<file path="config.mk">
export PLATFORM = sky130hd
export DESIGN_NAME = soc_axi_err_slv
export DESIGN_NICKNAME = d
export VERILOG_FILES = /design/src/rtl/soc_axi_err_slv_pkg.sv /design/src/rtl/soc_axi_err_slv_rd.sv /design/src/rtl/soc_axi_err_slv.sv
export SDC_FILE = /design/constraint.sdc
export NUM_CORES = 1
export LEC_CHECK = 0
export ABC_CLOCK_PERIOD_IN_PS = 8700
export CORE_MARGIN = 3
export CORE_UTILIZATION = 35
export DETAILED_ROUTE_END_ITERATION = 8
export PLACE_DENSITY = 0.83
export SYNTH_ARGS = -nofsm -noshare
export SYNTH_HDL_FRONTEND = slang
export SYNTH_SLANG_ARGS = --single-unit
export TNS_END_PERCENT = 100
</file>
<file path="constraint.sdc">
create_clock -name clk_i -period 8.7 [get_ports clk_i]
set_input_delay 2.175 -clock clk_i [delete_from_list [all_inputs] [get_ports clk_i]]
set_output_delay 2.175 -clock clk_i [all_outputs]
set_load 0.01 [all_outputs]
</file>
<file path="src/rtl/soc_axi_err_slv_pkg.sv">
// soc_axi_err_slv_pkg: shared SoC definitions for the default AXI error responder
package soc_axi_err_slv_pkg;

    localparam logic [1:0] RespOkay = 2'b00;
    localparam logic [1:0] RespDecErr = 2'b11;

    localparam logic [63:0] ErrDataDefault = 64'hBADC_AB1E_BADC_AB1E;

    typedef enum logic [1:0] {
        W_IDLE,
        W_DRAIN,
        W_RESP
    } w_state_e;

    typedef enum logic {
        R_IDLE,
        R_BURST
    } r_state_e;

endpackage

</file>
<file path="src/rtl/soc_axi_err_slv_rd.sv">
// soc_axi_err_slv_rd: read path returning full-length DECERR bursts of fixed data
module soc_axi_err_slv_rd
    import soc_axi_err_slv_pkg::*;
#(
    parameter int unsigned IdWidth = 7,
    parameter int unsigned DataWidth = 64,
    parameter logic [DataWidth-1:0] ErrData = ErrDataDefault
) (
    input  logic                 clk_i,
    input  logic                 rst_ni,
    input  logic                 ar_valid_i,
    output logic                 ar_ready_o,
    input  logic [IdWidth-1:0]   ar_id_i,
    input  logic [7:0]           ar_len_i,
    output logic                 r_valid_o,
    input  logic                 r_ready_i,
    output logic [IdWidth-1:0]   r_id_o,
    output logic [DataWidth-1:0] r_data_o,
    output logic [1:0]           r_resp_o,
    output logic                 r_last_o
);

    r_state_e   r_state, r_state_nxt;
    logic [7:0] beat_cnt;

    assign ar_ready_o = r_state == R_IDLE;
    assign r_valid_o  = r_state == R_BURST;
    assign r_last_o   = r_valid_o && beat_cnt == 8'd0;
    assign r_resp_o   = r_valid_o ? RespDecErr : RespOkay;
    assign r_data_o   = ErrData;

    // Read-path state register
    always_ff @(posedge clk_i or negedge rst_ni) begin
        if (!rst_ni) r_state <= R_IDLE;
        else         r_state <= r_state_nxt;
    end

    // Read-path next state: leave the burst only on the accepted last beat
    always_comb begin
        r_state_nxt = r_state;
        case (r_state)
            R_IDLE:  if (ar_valid_i) r_state_nxt = R_BURST;
            R_BURST: if (r_ready_i && r_last_o) r_state_nxt = R_IDLE;
        endcase
    end

    // Capture the AR ID and count the remaining beats down to the last one
    always_ff @(posedge clk_i or negedge rst_ni) begin
        if (!rst_ni) begin
            r_id_o   <= '0;
            beat_cnt <= '0;
        end else if (ar_valid_i && ar_ready_o) begin
            r_id_o   <= ar_id_i;
            beat_cnt <= ar_len_i;
        end else if (r_valid_o && r_ready_i && !r_last_o) begin
            beat_cnt <= beat_cnt - 8'd1;
        end
    end

endmodule

</file>
<file path="src/rtl/soc_axi_err_slv.sv">
// soc_axi_err_slv: crossbar default slave answering every undecoded request with DECERR
module soc_axi_err_slv
    import soc_axi_err_slv_pkg::*;
#(
    parameter int unsigned AxiIdWidth = 7,
    parameter int unsigned AxiAddrWidth = 64,
    parameter int unsigned AxiDataWidth = 64,
    parameter logic [AxiDataWidth-1:0] ErrData = ErrDataDefault
) (
    input  logic                    clk_i,
    input  logic                    rst_ni,
    input  logic                    aw_valid_i,
    output logic                    aw_ready_o,
    input  logic [AxiIdWidth-1:0]   aw_id_i,
    input  logic [AxiAddrWidth-1:0] aw_addr_i,
    input  logic                    w_valid_i,
    output logic                    w_ready_o,
    input  logic                    w_last_i,
    output logic                    b_valid_o,
    input  logic                    b_ready_i,
    output logic [AxiIdWidth-1:0]   b_id_o,
    output logic [1:0]              b_resp_o,
    input  logic                    ar_valid_i,
    output logic                    ar_ready_o,
    input  logic [AxiIdWidth-1:0]   ar_id_i,
    input  logic [AxiAddrWidth-1:0] ar_addr_i,
    input  logic [7:0]              ar_len_i,
    output logic                    r_valid_o,
    input  logic                    r_ready_i,
    output logic [AxiIdWidth-1:0]   r_id_o,
    output logic [AxiDataWidth-1:0] r_data_o,
    output logic [1:0]              r_resp_o,
    output logic                    r_last_o,
    output logic [31:0]             err_cnt_o,
    output logic [AxiAddrWidth-1:0] err_addr_o
);

    w_state_e    w_state, w_state_nxt;
    logic        aw_hs, ar_hs;
    logic [32:0] cnt_sum;

    assign aw_ready_o = w_state == W_IDLE;
    assign w_ready_o  = w_state == W_DRAIN;
    assign b_valid_o  = w_state == W_RESP;
    assign b_resp_o   = b_valid_o ? RespDecErr : RespOkay;
    assign aw_hs      = aw_valid_i && aw_ready_o;
    assign ar_hs      = ar_valid_i && ar_ready_o;
    assign cnt_sum    = 33'(err_cnt_o) + 33'(aw_hs) + 33'(ar_hs);

    // Write-path state register
    always_ff @(posedge clk_i or negedge rst_ni) begin
        if (!rst_ni) w_state <= W_IDLE;
        else         w_state <= w_state_nxt;
    end

    // Write-path next state: accept AW, swallow data up to WLAST, then answer
    always_comb begin
        w_state_nxt = w_state;
        case (w_state)
            W_IDLE:  if (aw_valid_i) w_state_nxt = W_DRAIN;
            W_DRAIN: if (w_valid_i && w_last_i) w_state_nxt = W_RESP;
            W_RESP:  if (b_ready_i) w_state_nxt = W_IDLE;
            default: w_state_nxt = W_IDLE;
        endcase
    end

    // Hold the B ID, count bad requests (saturating) and keep the latest bad address, AR winning ties
    always_ff @(posedge clk_i or negedge rst_ni) begin
        if (!rst_ni) begin
            b_id_o     <= '0;
            err_cnt_o  <= '0;
            err_addr_o <= '0;
        end else begin
            if (aw_hs) b_id_o <= aw_id_i;
            if (aw_hs || ar_hs) begin
                err_cnt_o  <= cnt_sum[32] ? '1 : cnt_sum[31:0];
                err_addr_o <= ar_hs ? ar_addr_i : aw_addr_i;
            end
        end
    end

    soc_axi_err_slv_rd #(
        .IdWidth  (AxiIdWidth),
        .DataWidth(AxiDataWidth),
        .ErrData  (ErrData)
    ) u_rd (
        .clk_i     (clk_i),
        .rst_ni    (rst_ni),
        .ar_valid_i(ar_valid_i),
        .ar_ready_o(ar_ready_o),
        .ar_id_i   (ar_id_i),
        .ar_len_i  (ar_len_i),
        .r_valid_o (r_valid_o),
        .r_ready_i (r_ready_i),
        .r_id_o    (r_id_o),
        .r_data_o  (r_data_o),
        .r_resp_o  (r_resp_o),
        .r_last_o  (r_last_o)
    );

endmodule

</file>
# [After elaboration in Yosys (flattened, before gate mapping)]
# Cells that the tools add are included.
[totals] regBits=121 inputBits=158 output_inout_bits=184 wordCells=42
[op_classes] n_addsub=3 eq_ne=5 mux=13 bitwise=1 reduce_logical=13
[op_table] op="$mux W64" n=1
[op_table] op="$add A32 B1 Y33" n=1
[op_table] op="$add A33 B1 Y33" n=1
[op_table] op="$mux W32" n=1
[op_table] op="$mux W8" n=2
[op_table] op="$mux W2" n=5
[op_table] op="$logic_not A8 Y1" n=1
[op_table] op="$sub A8 B1 Y8 const B" n=1
[op_table] op="$logic_and A1 B1 Y1" n=7
[op_table] op="$pmux W2 S3" n=1
[op_table] op="$ne A2 B1 Y1 const B" n=2
[op_table] op="$reduce_and A3 Y1" n=1
[op_table] op="$eq A2 B1 Y1 const B" n=1
[op_table] op="$eq A2 B2 Y1 const B" n=1
[op_table] op="$logic_not A2 Y1" n=1
[op_table] op="$mux W1" n=2
[op_table] op="$ne A2 B2 Y1 const B" n=1
[op_table] op="$pmux W1 S2" n=1
[op_table] op="$reduce_bool A2 Y1" n=1
[op_table] op="$logic_not A1 Y1" n=1
[op_table] op="$logic_or A1 B1 Y1" n=1
[op_table] op="$not A1 Y1" n=1

# [Logic depth before layout (Yosys ltp)]
# Gate-level depths: netlist of run 1.
[logic_depth] ltp_word=6 depth_mapped=13 mapped_depth_nobuf=9

# [By module]
# A second synthesis of run 1 with hierarchy kept.
[unflattened] hier_cells=645 hier_area_um2=6382.4
[modules_own_cells] mod="soc_axi_err_slv" n_inst=1 cells_each=487 area_per_inst_um2=5072.4 seq_area_each_um2=2627.5
[modules_own_cells] mod="soc_axi_err_slv_rd" n_inst=1 cells_each=158 area_per_inst_um2=1310.0 seq_area_each_um2=400.4

# [Worst setup path after synthesis of run 1]
# No wires, ideal clock.
[synth_timing] kind="in2reg" from="input aw_valid_i" to="register err_cnt_o[2]" setup_time_ps=76 arrival_time_ps=5080 required_ps=8624 setup_slack_ps=3544 stages=13 n_path_buf=4 cell_sequence="or3b_1 -> buf_2 -> inv_1 -> clkbuf_1 -> clkbuf_1 -> ha_1 -> or2_2 -> ha_1 -> nand2_1 -> or4_4 -> or4_1 -> buf_2 -> o21ai_1"
[synth_between] elab_chain_cells=4
[synth_rtl] element="start: declaration" line="soc_axi_err_slv.sv:12" rtl="input logic aw_valid_i,"
[synth_rtl] element="$logic_and A1 B1 Y1 *" line="soc_axi_err_slv.sv:46" rtl="assign aw_hs = aw_valid_i && aw_ready_o;"
[synth_rtl] element="net aw_hs" line="soc_axi_err_slv.sv:39" rtl="logic aw_hs, ar_hs;"
[synth_rtl] element="$add A32 B1 Y33" line="soc_axi_err_slv.sv:48" rtl="assign cnt_sum = 33'(err_cnt_o) + 33'(aw_hs) + 33'(ar_hs);"
[synth_rtl] element="$add A33 B1 Y33" line="soc_axi_err_slv.sv:48"
[synth_rtl] element="$mux W32" line="soc_axi_err_slv.sv:76" rtl="err_cnt_o <= cnt_sum[32] ? '1 : cnt_sum[31:0];"
[synth_rtl] element="end signal: assignment" line="soc_axi_err_slv.sv:76"
[synth_rtl] element="end: declaration" line="soc_axi_err_slv.sv:34" rtl="output logic [31:0] err_cnt_o,"
# The timed path passes the listed nets; every way through them passes the cells marked *.
# A chain may end at the register's enable or synchronous reset.

# [Worst setup path after layout of run 1]
[layout_timing] from="input aw_valid_i" to="register err_cnt_o[2]"
[layout_between] elab_chain_cells=4
[layout_rtl] element="$logic_and A1 B1 Y1 *" line="soc_axi_err_slv.sv:46"
[layout_rtl] element="$add A32 B1 Y33" line="soc_axi_err_slv.sv:48"
[layout_rtl] element="$add A33 B1 Y33" line="soc_axi_err_slv.sv:48"
[layout_rtl] element="$mux W32" line="soc_axi_err_slv.sv:76"
# Mark *: on every way between the ends. The rest lies on a longest branch, timed or not.

==> impl_table.tex, run 1 <==
\begin{tabular}{lr}
\hline
Metric & Value \\
\hline
\multicolumn{2}{l}{\textbf{Status}} \\
\quad Result of the run & finished clean \\
\multicolumn{2}{l}{\textbf{Synth}} \\
\quad Most common flop cell mapped by yosys & sky130\_fd\_sc\_hd\_\_dfrtp\_1 \\
\quad Main combinational cell family by area after synthesis & simple AND/OR/NAND/NOR gates \\
\quad Xor/xnor cell area share of the yosys netlist & 1.236\% \\
\quad Proportion of synthesized flip-flops having asynchronous set or reset & 100.0\% \\
\quad Mux contribution to synthesized area & 1.216\% \\
\quad Synth area leader & sky130\_fd\_sc\_hd\_\_dfrtp\_1 \\
\quad Instance count of the mapped netlist & roughly 750 \\
\quad Number of synthesized flops with an enable pin & 0 \\
\quad Cell variety after synth & 54 \\
\quad Post-synthesis simple-gate area fraction & between 20 and 30\% \\
\quad Synth Warn \# & 0 \\
\quad Synth Register Bits & 121 \\
\quad Share of the yosys chip area belonging to registers & a little under half \\
\quad Post-synthesis compound-gate area fraction & 12.50\% \\
\quad Biggest area contributors in the synthesized netlist & sky130\_fd\_sc\_hd\_\_dfrtp\_1 47\%, sky130\_fd\_sc\_hd\_\_nand2\_1 12\%, sky130\_fd\_sc\_hd\_\_buf\_4 8.0\%, sky130\_fd\_sc\_hd\_\_a31oi\_1 6.6\%, sky130\_fd\_sc\_hd\_\_nor2\_1 4.4\% \\
\quad Average instance area after synthesis & 8.560 um\^{}2 \\
\quad Fraction of the mapped netlist area in adder cells & less than 1\% \\
\quad Post-synthesis cell area & 6377 um\^{}2 \\
\quad Area share of the largest cell type after synthesis & 47.48\% \\
\multicolumn{2}{l}{\textbf{Global route}} \\
\quad Wire length of the first global-routing pass & 30420 um \\
\quad GR Layer Usage met2 & between 30\% and 40\% \\
\quad Total Routing Usage GR & 19.02\% \\
\quad Total congestion overflow & 0 \\
\quad Met1 Resource Use GR & 22.33\% \\
\quad Initial antenna violation count & 1 \\
\quad Met3 capacity usage during global routing & 7.056\% \\
\quad Largest net degree at the start of global routing & 95 \\
\quad Most used routing layer & met2 \\
\quad Number of global-route vias before repair & 5860 \\
\multicolumn{2}{l}{\textbf{Critical path}} \\
\quad WP data required & between 9 and 10 ns \\
\quad Depth of the worst register-to-register path & 6 \\
\quad Classification of the worst setup path & in -> reg \\
\quad Worst path arrival time & $\sim$5.7 ns \\
\quad Startpoint types & input port \\
\quad Kind of capture point of the worst setup path & flip-flop \\
\quad CP Max Fanout & about 80 \\
\multicolumn{2}{l}{\textbf{Clocking}} \\
\quad Cell at the root of the clock tree & sky130\_fd\_sc\_hd\_\_clkbuf\_16 \\
\quad CTS sink cnt & 121 \\
\quad TritonCTS clock tree & built \\
\quad Deepest level of the CTS H-tree & 4 \\
\quad Number of instances resized during post-cts repair & 0 \\
\quad TritonCTS buffer count & 17 \\
\quad Postcts setup bufs & 0 \\
\quad Number of buffers added to fix hold violations after cts & 0 \\
\quad Clock slew seen by the registers of the worst setup and hold paths & 0.05 ns \\
\quad Skew-Pair Late Insertion Delay & 0.41 ns \\
\quad Number of buffers on the longest clock path & 2 \\
\multicolumn{2}{l}{\textbf{Placement}} \\
\quad PortBufs & 277 \\
\quad Final weighted congestion in routability-driven placement & 0.8465 \\
\quad Total half-perimeter wirelength after legalization and detailed placement & 13890 um \\
\multicolumn{2}{l}{\textbf{STA}} \\
\quad Largest clock skew in the final design & slightly above 0.01 ns \\
\quad Clock period minus worst slack & 5.352 ns \\
\quad Max Clock Freq & around 190 MHz \\
\quad Actual transition at the worst max-transition pin & 1.042 ns \\
\quad Post-route setup TNS & 0 ns \\
\quad Relative max-transition margin & 30.57\% \\
\quad Unrepaired setup endpoints after global routing & no \\
\quad Max Transition Viols Final & 0 \\
\quad Number of failing setup endpoints in the final timing report & 0 \\
\quad Fin crit share & 61.52\% \\
\quad Count of endpoints failing hold in the final timing report & 0 \\
\multicolumn{2}{l}{\textbf{Route}} \\
\quad DRT antenna net count & 0 \\
\quad Aggregate routed wire length & 19150 um \\
\quad Wire length per cell after detailed routing & 15.47 um \\
\quad Iteration-0 DRC count of the detailed router & 409 \\
\quad Residual DRC & 0 \\
\quad Number of vias per cell after detailed routing & $\sim$5.0 \\
\quad Total iterations of the first detailed-routing run & 5 \\
\quad Vias & 6133 \\
\multicolumn{2}{l}{\textbf{Hold path}} \\
\quad Worst hold path type & reg -> reg \\
\quad Hold-critical path depth & 2 \\
\multicolumn{2}{l}{\textbf{Power and ir drop}} \\
\quad Power density normalized to cell area & 293.6 nW/um\^{}2 \\
\quad Lkg Pwr & roughly 4.2 nW \\
\quad Post-layout total power & 2.835 mW \\
\quad Maximum vdd drop & around 0.23 mV \\
\multicolumn{2}{l}{\textbf{Cells and area}} \\
\quad Highest-count cells in the layout ignoring fill and taps & 276 x sky130\_fd\_sc\_hd\_\_clkdlybuf4s50\_1, 198 x sky130\_fd\_sc\_hd\_\_nand2\_1, 121 x sky130\_fd\_sc\_hd\_\_dfrtp\_1, 74 x sky130\_fd\_sc\_hd\_\_nor2\_1, 67 x sky130\_fd\_sc\_hd\_\_a31oi\_1 \\
\quad Layout cells sized above 1 & 4.743\% \\
\quad Most common library cell in the layout ignoring fill and taps & sky130\_fd\_sc\_hd\_\_clkdlybuf4s50\_1 \\
\quad Area growth, synth to finish & 51.42\% \\
\quad Final layout net count & 1161 \\
\multicolumn{2}{l}{\textbf{Die}} \\
\quad Die W & 141.0 um \\
\quad Initial Utilization & roughly 36\% \\
\quad Core area & 17540 um\^{}2 \\
\quad I/O pin count & 342 \\
\quad Site row count & 48 \\
\quad Overall die height & roughly 140 um \\
\quad Area of the die & 19880 um\^{}2 \\
\multicolumn{2}{l}{\textbf{Flow run}} \\
\quad Maxcap violations & 0 \\
\hline
\end{tabular}
==> flip-flops by register name, indices dropped and copies added, names as in the netlist <==
signal	cells
err_cnt_o	32
u_rd.r_valid_o	1
u_rd.beat_cnt	8
u_rd.r_id_o	7
err_addr_o	64
b_id_o	7
w_state	2
==> logic make-up after synthesis <==
group	Yosys count
compound gates	119
simple gates	365
other cells	2
mux	7
xor+xnor	9
flops	121
fa+ha+maj	4
buf+inv	118
==> cell type report <==
class / instances / area (um^2)
Antenna cell: 1 / 2.502
Sequential cell: 121 / 3028
Timing Repair Buffer: 281 / 2800
Multi-Input combinational cell: 568 / 2885
Fill cell: 1569 / 7880
Inverter: 10 / 37.54
Clock inverter: 11 / 171.4
Tap cell: 225 / 281.5
Clock buffer: 21 / 450.4
==> Yosys cell counts (3+ instances only) <==
master                        n
sky130_fd_sc_hd__nand2_1    198
sky130_fd_sc_hd__dfrtp_1    121
sky130_fd_sc_hd__nor2_1      74
sky130_fd_sc_hd__buf_4       68
sky130_fd_sc_hd__a31oi_1     67
sky130_fd_sc_hd__clkbuf_1    36
sky130_fd_sc_hd__nand3_1     31
sky130_fd_sc_hd__or4_1       13
sky130_fd_sc_hd__o31ai_1     12
sky130_fd_sc_hd__inv_1       10
sky130_fd_sc_hd__o21ai_0     10
sky130_fd_sc_hd__nand4_1      7
sky130_fd_sc_hd__a21oi_1      6
sky130_fd_sc_hd__nor4_1       6
sky130_fd_sc_hd__mux2_2       5
sky130_fd_sc_hd__o41ai_1      5
sky130_fd_sc_hd__xnor2_1      5
sky130_fd_sc_hd__and3_1       4
sky130_fd_sc_hd__and4_1       4
sky130_fd_sc_hd__ha_1         4
sky130_fd_sc_hd__nor2b_1      4
sky130_fd_sc_hd__nor3_1       4
sky130_fd_sc_hd__or3_1        4
sky130_fd_sc_hd__xor2_1       4
sky130_fd_sc_hd__buf_2        3
sky130_fd_sc_hd__nand2b_1     3
sky130_fd_sc_hd__o2111ai_1    3
==> where the power goes <==
| group | leakage (nW) | total (mW) | internal [mW] | switching (mW) |
|---|---|---|---|---|
| clock network | 0.297 | 0.743 | 0.487 | 0.255 |
| logic | 2.43 | 1.17 | 0.608 | 0.557 |
| registers | 1.51 | 0.928 | 0.783 | 0.144 |
==> per-stage QoR <==
step / instances / utilization (%) / hold slack, ns / cell area [um^2] / setup WS (ns)
floorplan: 807 / - / 0.5139 / 6610 / 3.544
global placement: 1205 / 51.51 / 0.4581 / 9032 / 2.955
detailed placement: 1205 / 51.51 / 0.4612 / 9032 / 2.853
CTS: 1237 / 55.05 / 0.4755 / 9654 / 3.278
global route: 1237 / 55.05 / 0.5026 / 9654 / 3.035
finish: 1238 / 55.07 / 0.4714 / 9657 / 3.348
==> path summary, 6_finish.rpt <==
| check | start | end | slack, ns |
|---|---|---|---|
| min in group asynchronous | rst_ni | err_cnt_o[11] | 1.84 |
| max reg2reg | w_state[1] | err_cnt_o[2] | 5.14 |
| max in group asynchronous | rst_ni | u_rd.r_id_o[3] | 5.54 |
| max | aw_valid_i | err_cnt_o[2] | 3.35 |
| min | u_rd.r_id_o[2] | u_rd.r_id_o[2] | 0.47 |
| min reg2reg | u_rd.r_id_o[2] | u_rd.r_id_o[2] | 0.47 |
==> worst max-delay path: stages <==
cell and delay, ns:
sky130_fd_sc_hd__clkdlybuf4s50_1 0.45, sky130_fd_sc_hd__or3b_4 0.72, sky130_fd_sc_hd__inv_2 0.16, sky130_fd_sc_hd__buf_4 0.65, sky130_fd_sc_hd__o21ai_1 0.37, sky130_fd_sc_hd__or4_1 0.94, sky130_fd_sc_hd__o21ai_1 0.18
==> metal layers <==
layer	vias to the layer above	wire length (um)
met1	2885	7396
met5	-	0
met3	31	1768
met2	254	9544
met4	0	439
li1	2963	-
Power figures use the tool's default switching activity.
==> inputs of run 2 (changes only) <==
--- a/config.mk
+++ b/config.mk
@@ -5,7 +5,7 @@
 export SDC_FILE = /design/constraint.sdc
 export NUM_CORES = 1
 export LEC_CHECK = 0
-export ABC_CLOCK_PERIOD_IN_PS = 8700
+export ABC_CLOCK_PERIOD_IN_PS = 5400
 export CORE_MARGIN = 3
 export CORE_UTILIZATION = 35
 export DETAILED_ROUTE_END_ITERATION = 8
==> constraint.sdc (replaced) <==
create_clock -name clk_i -period 5.4 [get_ports clk_i]
set_input_delay 1.35 -clock clk_i [delete_from_list [all_inputs] [get_ports clk_i]]
set_output_delay 1.35 -clock clk_i [all_outputs]
set_load 0.01 [all_outputs]
==> run 2 against run 1 <==
Net effect:
- first-iteration DRC count decreased by 2.0%
- critical path type unchanged
- clock power rose by 56%
- combinational power grew 62%
- non-clock buffer count increased by 4
- critical path depth rose by 3
- wire length grew 2.3%
- die area is the same
- utilization barely moved
- highest routed layer unchanged
- critical endpoint unchanged
- setup slack got worse by 2.0 ns
- flip-flop and latch count unchanged
- global-route usage hardly changed
==> impl_table.tex, run 2 (synthesis gave the netlist of run 1 again) <==
\begin{tabular}{lr}
\hline
Metric & Value \\
\hline
\multicolumn{2}{l}{\textbf{Status}} \\
\quad Result of the run & finished clean \\
\multicolumn{2}{l}{\textbf{Cells and area}} \\
\quad Layout cells sized above 1 & 5.217\% \\
\quad Multi-input combinational cell area & around 2900 um\^{}2 \\
\quad Final layout net count & 1165 \\
\quad Max reg flops & 64 \\
\quad Post-route cell area & slightly below 10000 um\^{}2 \\
\quad Most common library cell in the layout ignoring fill and taps & sky130\_fd\_sc\_hd\_\_clkdlybuf4s50\_1 \\
\quad Ant. Diodes & 0 \\
\quad Highest-count cells in the layout ignoring fill and taps & 276 x sky130\_fd\_sc\_hd\_\_clkdlybuf4s50\_1, 198 x sky130\_fd\_sc\_hd\_\_nand2\_1, 121 x sky130\_fd\_sc\_hd\_\_dfrtp\_1, 74 x sky130\_fd\_sc\_hd\_\_nor2\_1, 67 x sky130\_fd\_sc\_hd\_\_a31oi\_1 \\
\quad Largest regs & err\_addr\_o: 64 flops, err\_cnt\_o: 32 flops, u\_rd.beat\_cnt: 8 flops \\
\quad Filler Cells Inserted & between 1500 and 2000 \\
\quad Register with the most flip-flops & err\_addr\_o \\
\quad Footprint of the flip-flops and latches & 3028 um\^{}2 \\
\quad Area growth, synth to finish & 51.46\% \\
\multicolumn{2}{l}{\textbf{Clocking}} \\
\quad CTS sink cnt & $\sim$120 \\
\quad TritonCTS buffer count & 17 \\
\quad Postcts setup bufs & 0 \\
\quad Clock slew seen by the registers of the worst setup and hold paths & approximately 0.060 ns \\
\quad Skew-Pair Late Insertion Delay & between 0.4 and 0.5 ns \\
\quad Number of buffers added to fix hold violations after cts & 0 \\
\quad Deepest level of the CTS H-tree & 4 \\
\quad Number of buffers on the longest clock path & 2 \\
\quad Cell at the root of the clock tree & sky130\_fd\_sc\_hd\_\_clkbuf\_16 \\
\quad Number of instances resized during post-cts repair & 0 \\
\quad TritonCTS clock tree & built \\
\multicolumn{2}{l}{\textbf{Route}} \\
\quad Residual DRC & 0 \\
\quad Aggregate routed wire length & slightly below 20000 um \\
\quad Routed wire length on met3 & 1784 um \\
\quad Number of vias per cell after detailed routing & 4.922 \\
\quad DRT antenna net count & 0 \\
\quad Iteration-0 DRC count of the detailed router & between 400 and 500 \\
\quad Vias & 6108 \\
\quad Wire length per cell after detailed routing & 15.78 um \\
\quad Uppermost metal layer occupied by signal nets & met4 \\
\quad Wire length on met2 & 9719 um \\
\quad Total iterations of the first detailed-routing run & 6 \\
\quad Detailed-route wire length on metal 1 & 7643 um \\
\multicolumn{2}{l}{\textbf{Global route}} \\
\quad Number of global-route vias before repair & 5903 \\
\quad Largest net degree at the start of global routing & between 90 and 100 \\
\quad Total Routing Usage GR & 18.99\% \\
\quad Total congestion overflow & 0 \\
\quad Initial antenna violation count & 0 \\
\quad Wire length of the first global-routing pass & 30310 um \\
\multicolumn{2}{l}{\textbf{Hold path}} \\
\quad Worst hold endpoint & u\_rd.r\_id\_o[6] \\
\quad Hold-critical path depth & 2 \\
\quad Worst hold path type & reg -> reg \\
\quad Source of the worst hold timing path & u\_rd.r\_id\_o[6] \\
\multicolumn{2}{l}{\textbf{Die}} \\
\quad Site row count & 48 \\
\quad Core area & 17540 um\^{}2 \\
\quad Area of the die & 19880 um\^{}2 \\
\quad Initial Utilization & 36.37\% \\
\quad Overall die height & 141.0 um \\
\quad I/O pin count & 342 \\
\quad Die W & 141.0 um \\
\multicolumn{2}{l}{\textbf{Critical path}} \\
\quad Classification of the worst setup path & in -> reg \\
\quad Kind of capture point of the worst setup path & flip-flop \\
\quad Startpoint types & input port \\
\quad R2R Setup Slk & roughly 2.2 ns \\
\quad CP Max Fanout & 20 \\
\quad Worst path arrival time & between 4 and 5 ns \\
\quad Crit Reg-Reg Endpoint & err\_cnt\_o[2] \\
\quad Depth of the worst register-to-register path & 9 \\
\quad WP data required & 5.73 ns \\
\quad Reg2reg start & u\_rd.r\_valid\_o \\
\multicolumn{2}{l}{\textbf{Power and ir drop}} \\
\quad Lkg Pwr & 4.248 nW \\
\quad Power density normalized to cell area & between 400 and 500 nW/um\^{}2 \\
\quad Maximum vdd drop & 0.2393 mV \\
\multicolumn{2}{l}{\textbf{STA}} \\
\quad Relative max-transition margin & roughly two fifths \\
\quad Actual transition at the worst max-transition pin & roughly 0.88 ns \\
\quad Post-route setup TNS & 0 ns \\
\quad Crit path setup slack, layout & approximately 1.3 ns \\
\quad Count of endpoints failing hold in the final timing report & 0 \\
\quad Max Clock Freq & roughly 250 MHz \\
\quad Largest clock skew in the final design & about 0.0066 ns \\
\quad Fin crit share & 75.43\% \\
\quad Hold slack & 0.4724 ns \\
\quad Max Transition Viols Final & 0 \\
\quad Number of failing setup endpoints in the final timing report & 0 \\
\quad Unrepaired setup endpoints after global routing & no \\
\quad Clock period minus worst slack & $\sim$4 ns \\
\multicolumn{2}{l}{\textbf{Flow run}} \\
\quad Maxcap violations & 0 \\
\multicolumn{2}{l}{\textbf{Placement}} \\
\quad Final weighted congestion in routability-driven placement & $\sim$0.84 \\
\quad Pre-CTS setup slack & a little under 0.9 ns \\
\quad PortBufs & 277 \\
\quad Total half-perimeter wirelength after legalization and detailed placement & 14210 um \\
\quad Placed standard-cell area & 9062 um\^{}2 \\
\hline
\end{tabular}
run 2: per-layer routing:
layer,up-vias,track usage [%]
met1,2861,21.80
met3,28,7.531
met4,0,5.915
met2,255,32.61
li1,2964,-
met5,-,0
run 2: critical path: stages:
cell	delay, ns
sky130_fd_sc_hd__clkdlybuf4s50_1	0.45
sky130_fd_sc_hd__or3b_4	0.39
sky130_fd_sc_hd__inv_2	0.07
sky130_fd_sc_hd__ha_1	0.21
sky130_fd_sc_hd__or2_2	0.13
sky130_fd_sc_hd__ha_1	0.18
sky130_fd_sc_hd__nand2_1	0.12
sky130_fd_sc_hd__or4_4	0.48
sky130_fd_sc_hd__or4_1	0.83
sky130_fd_sc_hd__o21ai_1	0.19
run 2: per-stage QoR:
| stage | instances | power, mW | utilization (%) |
|---|---|---|---|
| 5_1_grt | 1241 | 4.825 | 55.08 |
| 2_1_floorplan | 807 | 2.411 | - |
| 6_report | 1241 | 4.546 | 55.08 |
| 4_1_cts | 1241 | 4.603 | 55.08 |
| 3_3_place_gp | 1209 | 3.361 | 51.68 |
| 3_5_place_dp | 1209 | 3.427 | 51.68 |
run 2: how the worst max path moves through the flow:
stage	endpoint	depth (start not counted)	startpoint	slack, ns
after detailed placement	err_cnt_o[2]	7	aw_valid_i	0.88
after global routing	err_cnt_o[16]	7	aw_valid_i	1.08
after global placement	err_cnt_o[2]	7	aw_valid_i	0.94
after floorplan	err_cnt_o[2]	13	aw_valid_i	1.07
after CTS	err_cnt_o[2]	7	aw_valid_i	1.28
final	err_cnt_o[2]	10	aw_valid_i	1.33
run 2: power by group:
part	switching, mW	leakage, nW	total [mW]	internal, mW
combinational	0.906	2.45	1.89	0.987
sequential	0.232	1.51	1.49	1.26
clock	0.423	0.286	1.16	0.735
total	1.56	4.25	4.55	2.98
run 2: final cells by class:
class / count / share of cell area [%]
clock buffer: 20 / 4.624
clock inverter: 12 / 1.554
inverter: 10 / 0.3886
multi-input combinational: 568 / 29.87
sequential: 121 / 31.35
tap: 225 / 2.915
timing repair buffer: 285 / 29.30
==> inputs of run 3 (changes only) <==
--- a/config.mk
+++ b/config.mk
@@ -5,11 +5,11 @@
 export SDC_FILE = /design/constraint.sdc
 export NUM_CORES = 1
 export LEC_CHECK = 0
-export ABC_CLOCK_PERIOD_IN_PS = 5400
+export ABC_CLOCK_PERIOD_IN_PS = 3300
 export CORE_MARGIN = 3
 export CORE_UTILIZATION = 35
 export DETAILED_ROUTE_END_ITERATION = 8
-export PLACE_DENSITY = 0.83
+export PLACE_DENSITY = 0.86
 export SYNTH_ARGS = -nofsm -noshare
 export SYNTH_HDL_FRONTEND = slang
 export SYNTH_SLANG_ARGS = --single-unit
==> constraint.sdc (replaced) <==
create_clock -name clk_i -period 3.3 [get_ports clk_i]
set_input_delay 0.825 -clock clk_i [delete_from_list [all_inputs] [get_ports clk_i]]
set_output_delay 0.825 -clock clk_i [all_outputs]
set_load 0.01 [all_outputs]
==> run 3 against run 2 <==
Net effect:
- worst hold slack better by 0.00087 ns
- die area unchanged
- wire length up 4.0%
- via count increased by 2.5%
- sequential power increased by 64%
- critical path type is now reg -> out
- largest cell class unchanged
- highest routed layer unchanged
==> impl_table.tex, run 3 (synthesis gave the netlist of run 1 again) <==
\begin{tabular}{lr}
\hline
Metric & Value \\
\hline
\multicolumn{2}{l}{\textbf{Status}} \\
\quad Result of the run & finished clean \\
\multicolumn{2}{l}{\textbf{STA}} \\
\quad Hold slack & 0.4733 ns \\
\quad Clock period minus worst slack & 3.146 ns \\
\quad Number of failing setup endpoints in the final timing report & 0 \\
\quad Unrepaired setup endpoints after global routing & no \\
\quad Count of endpoints failing hold in the final timing report & 0 \\
\quad Post-route setup TNS & 0 ns \\
\quad Crit path setup slack, layout & 0.1537 ns \\
\quad Actual transition at the worst max-transition pin & 0.8360 ns \\
\quad Relative max-transition margin & 44.26\% \\
\quad Max Clock Freq & roughly 320 MHz \\
\quad Fin crit share & a little over nine tenths \\
\quad Largest clock skew in the final design & 0.009630 ns \\
\quad Max Transition Viols Final & 0 \\
\multicolumn{2}{l}{\textbf{Route}} \\
\quad DRT antenna net count & 0 \\
\quad Wire length per cell after detailed routing & 16.16 um \\
\quad Vias & 6263 \\
\quad Total iterations of the first detailed-routing run & 5 \\
\quad Residual DRC & 0 \\
\quad Iteration-0 DRC count of the detailed router & 421 \\
\quad Aggregate routed wire length & around 20000 um \\
\quad Number of vias per cell after detailed routing & 4.971 \\
\multicolumn{2}{l}{\textbf{Cells and area}} \\
\quad Fin cells & 1260 \\
\quad Final layout net count & 1184 \\
\quad Register with the most flip-flops & err\_addr\_o \\
\quad Max reg flops & 64 \\
\quad Area growth, synth to finish & 54.93\% \\
\quad Ant. Diodes & 0 \\
\quad Highest-count cells in the layout ignoring fill and taps & 276 x sky130\_fd\_sc\_hd\_\_clkdlybuf4s50\_1, 197 x sky130\_fd\_sc\_hd\_\_nand2\_1, 121 x sky130\_fd\_sc\_hd\_\_dfrtp\_1, 74 x sky130\_fd\_sc\_hd\_\_nor2\_1, 67 x sky130\_fd\_sc\_hd\_\_a31oi\_1 \\
\quad Most common library cell in the layout ignoring fill and taps & sky130\_fd\_sc\_hd\_\_clkdlybuf4s50\_1 \\
\quad Largest regs & err\_addr\_o: 64 flops, err\_cnt\_o: 32 flops, u\_rd.beat\_cnt: 8 flops \\
\quad Layout cells sized above 1 & just under 8\% \\
\multicolumn{2}{l}{\textbf{Critical path}} \\
\quad Classification of the worst setup path & reg -> out \\
\quad Worst path arrival time & 2.32 ns \\
\quad CP Max Fanout & 6 \\
\quad Max stage delay on crit path & 0.62 ns \\
\quad Worst path slowest cell & sky130\_fd\_sc\_hd\_\_clkdlybuf4s50\_1 \\
\quad CP top delay family & simple AND/OR/NAND/NOR gates \\
\quad Kind of capture point of the worst setup path & output pin \\
\quad WP data required & 2.47 ns \\
\quad Number of buffer and inverter stages on the critical path & 1 \\
\quad Worst-path cell chain & or4\_1 > nor4\_1 > clkdlybuf4s50\_1 \\
\quad Startpoint types & flip-flop \\
\multicolumn{2}{l}{\textbf{Placement}} \\
\quad Total half-perimeter wirelength after legalization and detailed placement & 15040 um \\
\quad Pre-CTS setup slack & -0.2003 ns \\
\quad PortBufs & 277 \\
\quad Final weighted congestion in routability-driven placement & $\sim$0.9 \\
\quad Cell count after placement & 1228 \\
\multicolumn{2}{l}{\textbf{Clocking}} \\
\quad Number of buffers on the longest clock path & 2 \\
\quad Deepest level of the CTS H-tree & 4 \\
\quad Postcts setup bufs & 0 \\
\quad Number of buffers added to fix hold violations after cts & 0 \\
\quad Clock slew seen by the registers of the worst setup and hold paths & 0.06 ns \\
\quad Skew-Pair Late Insertion Delay & 0.41 ns \\
\quad Number of instances resized during post-cts repair & 0 \\
\quad Cell at the root of the clock tree & sky130\_fd\_sc\_hd\_\_clkbuf\_16 \\
\quad CTS sink cnt & 121 \\
\quad TritonCTS buffer count & 17 \\
\quad TritonCTS clock tree & built \\
\multicolumn{2}{l}{\textbf{Power and ir drop}} \\
\quad Net switching power & 2.619 mW \\
\quad Combinational share of power & 42.6\% \\
\quad Maximum vdd drop & 0.4048 mV \\
\quad Post-layout total power & $\sim$7.6 mW \\
\quad Lkg Pwr & 4.384 nW \\
\quad Sw Share & 34.60\% \\
\quad Power density normalized to cell area & 766.1 nW/um\^{}2 \\
\quad Power share of the sequential group & 32.4\% \\
\quad Design internal power & 4.951 mW \\
\quad Share of power burned in the clock network & around a quarter \\
\multicolumn{2}{l}{\textbf{Global route}} \\
\quad Initial antenna violation count & 0 \\
\quad Largest net degree at the start of global routing & 89 \\
\quad Number of global-route vias before repair & 6236 \\
\quad Wire length of the first global-routing pass & 32170 um \\
\quad Total Routing Usage GR & roughly a fifth \\
\quad Total congestion overflow & 0 \\
\multicolumn{2}{l}{\textbf{Die}} \\
\quad Overall die height & 141.0 um \\
\quad Initial Utilization & 36.37\% \\
\quad Core area & 17540 um\^{}2 \\
\quad Die W & 141.0 um \\
\quad I/O pin count & 342 \\
\quad Area of the die & 19880 um\^{}2 \\
\quad Site row count & 48 \\
\multicolumn{2}{l}{\textbf{Flow run}} \\
\quad Maxcap violations & 0 \\
\multicolumn{2}{l}{\textbf{Hold path}} \\
\quad Worst hold path type & reg -> reg \\
\hline
\end{tabular}
[run 3: layout make-up]
cell class | instances | area [um^2]
inverters | 10 | 40.04
clock inverters | 12 | 150.1
flip-flops and latches | 121 | 3028
fillers | 1524 | 7656
repair buffers | 304 | 2985
multi-input cells | 568 | 2949
clock buffers | 20 | 446.7
well taps | 225 | 281.5
[run 3: path summary, 6_finish.rpt]
path,endpoint,depth (start not counted),start,slack (ns)
worst min register to register,b_id_o[4],2,b_id_o[4],0.47
max in group asynchronous,err_addr_o[19],2,rst_ni,2.06
worst max-delay path,r_last_o,3,u_rd.beat_cnt[2],0.15
min in group asynchronous,w_state[0],1,rst_ni,0.48
worst min-delay path,b_id_o[4],2,b_id_o[4],0.47
worst max register to register,err_cnt_o[2],9,w_state[1],0.66
[run 3: power groups by stage]
stage	sequential [mW]	clock, mW	combinational (mW)
after detailed placement	2.47	0	3.25
after floorplan	2.65	0	1.35
after global placement	2.44	0	3.17
after global routing	2.53	2.00	3.51
after CTS	2.45	1.93	3.26
final	2.45	1.90	3.22
[run 3: per-stage QoR]
stage	utilization (%)	area (um^2)
2_1_floorplan	-	6718
3_3_place_gp	52.94	9284
3_5_place_dp	52.94	9284
4_1_cts	56.34	9881
5_1_grt	56.34	9881
6_report	56.34	9881
[run 3: worst reg2reg max path: cells and delay by family (launching register included)]
| kind | cells | cell delay (ns) |
|---|---|---|
| flops | 1 | 0.41 |
| fa+ha+maj | 2 | 0.26 |
| compound gates | 1 | 0.13 |
| buf+inv | 1 | 0.08 |
| simple gates | 5 | 1.70 |
[run 3: routing by layer]
| metal | GRT usage (%) | share of wire [%] | vias up |
|---|---|---|---|
| li1 | - | - | 3002 |
| met1 | 24.13 | 40 | 2972 |
| met2 | 34.30 | 51 | 269 |
| met3 | 6.174 | 7.9 | 20 |
| met4 | 6.731 | 1.5 | 0 |
| met5 | 0 | 0 | - |
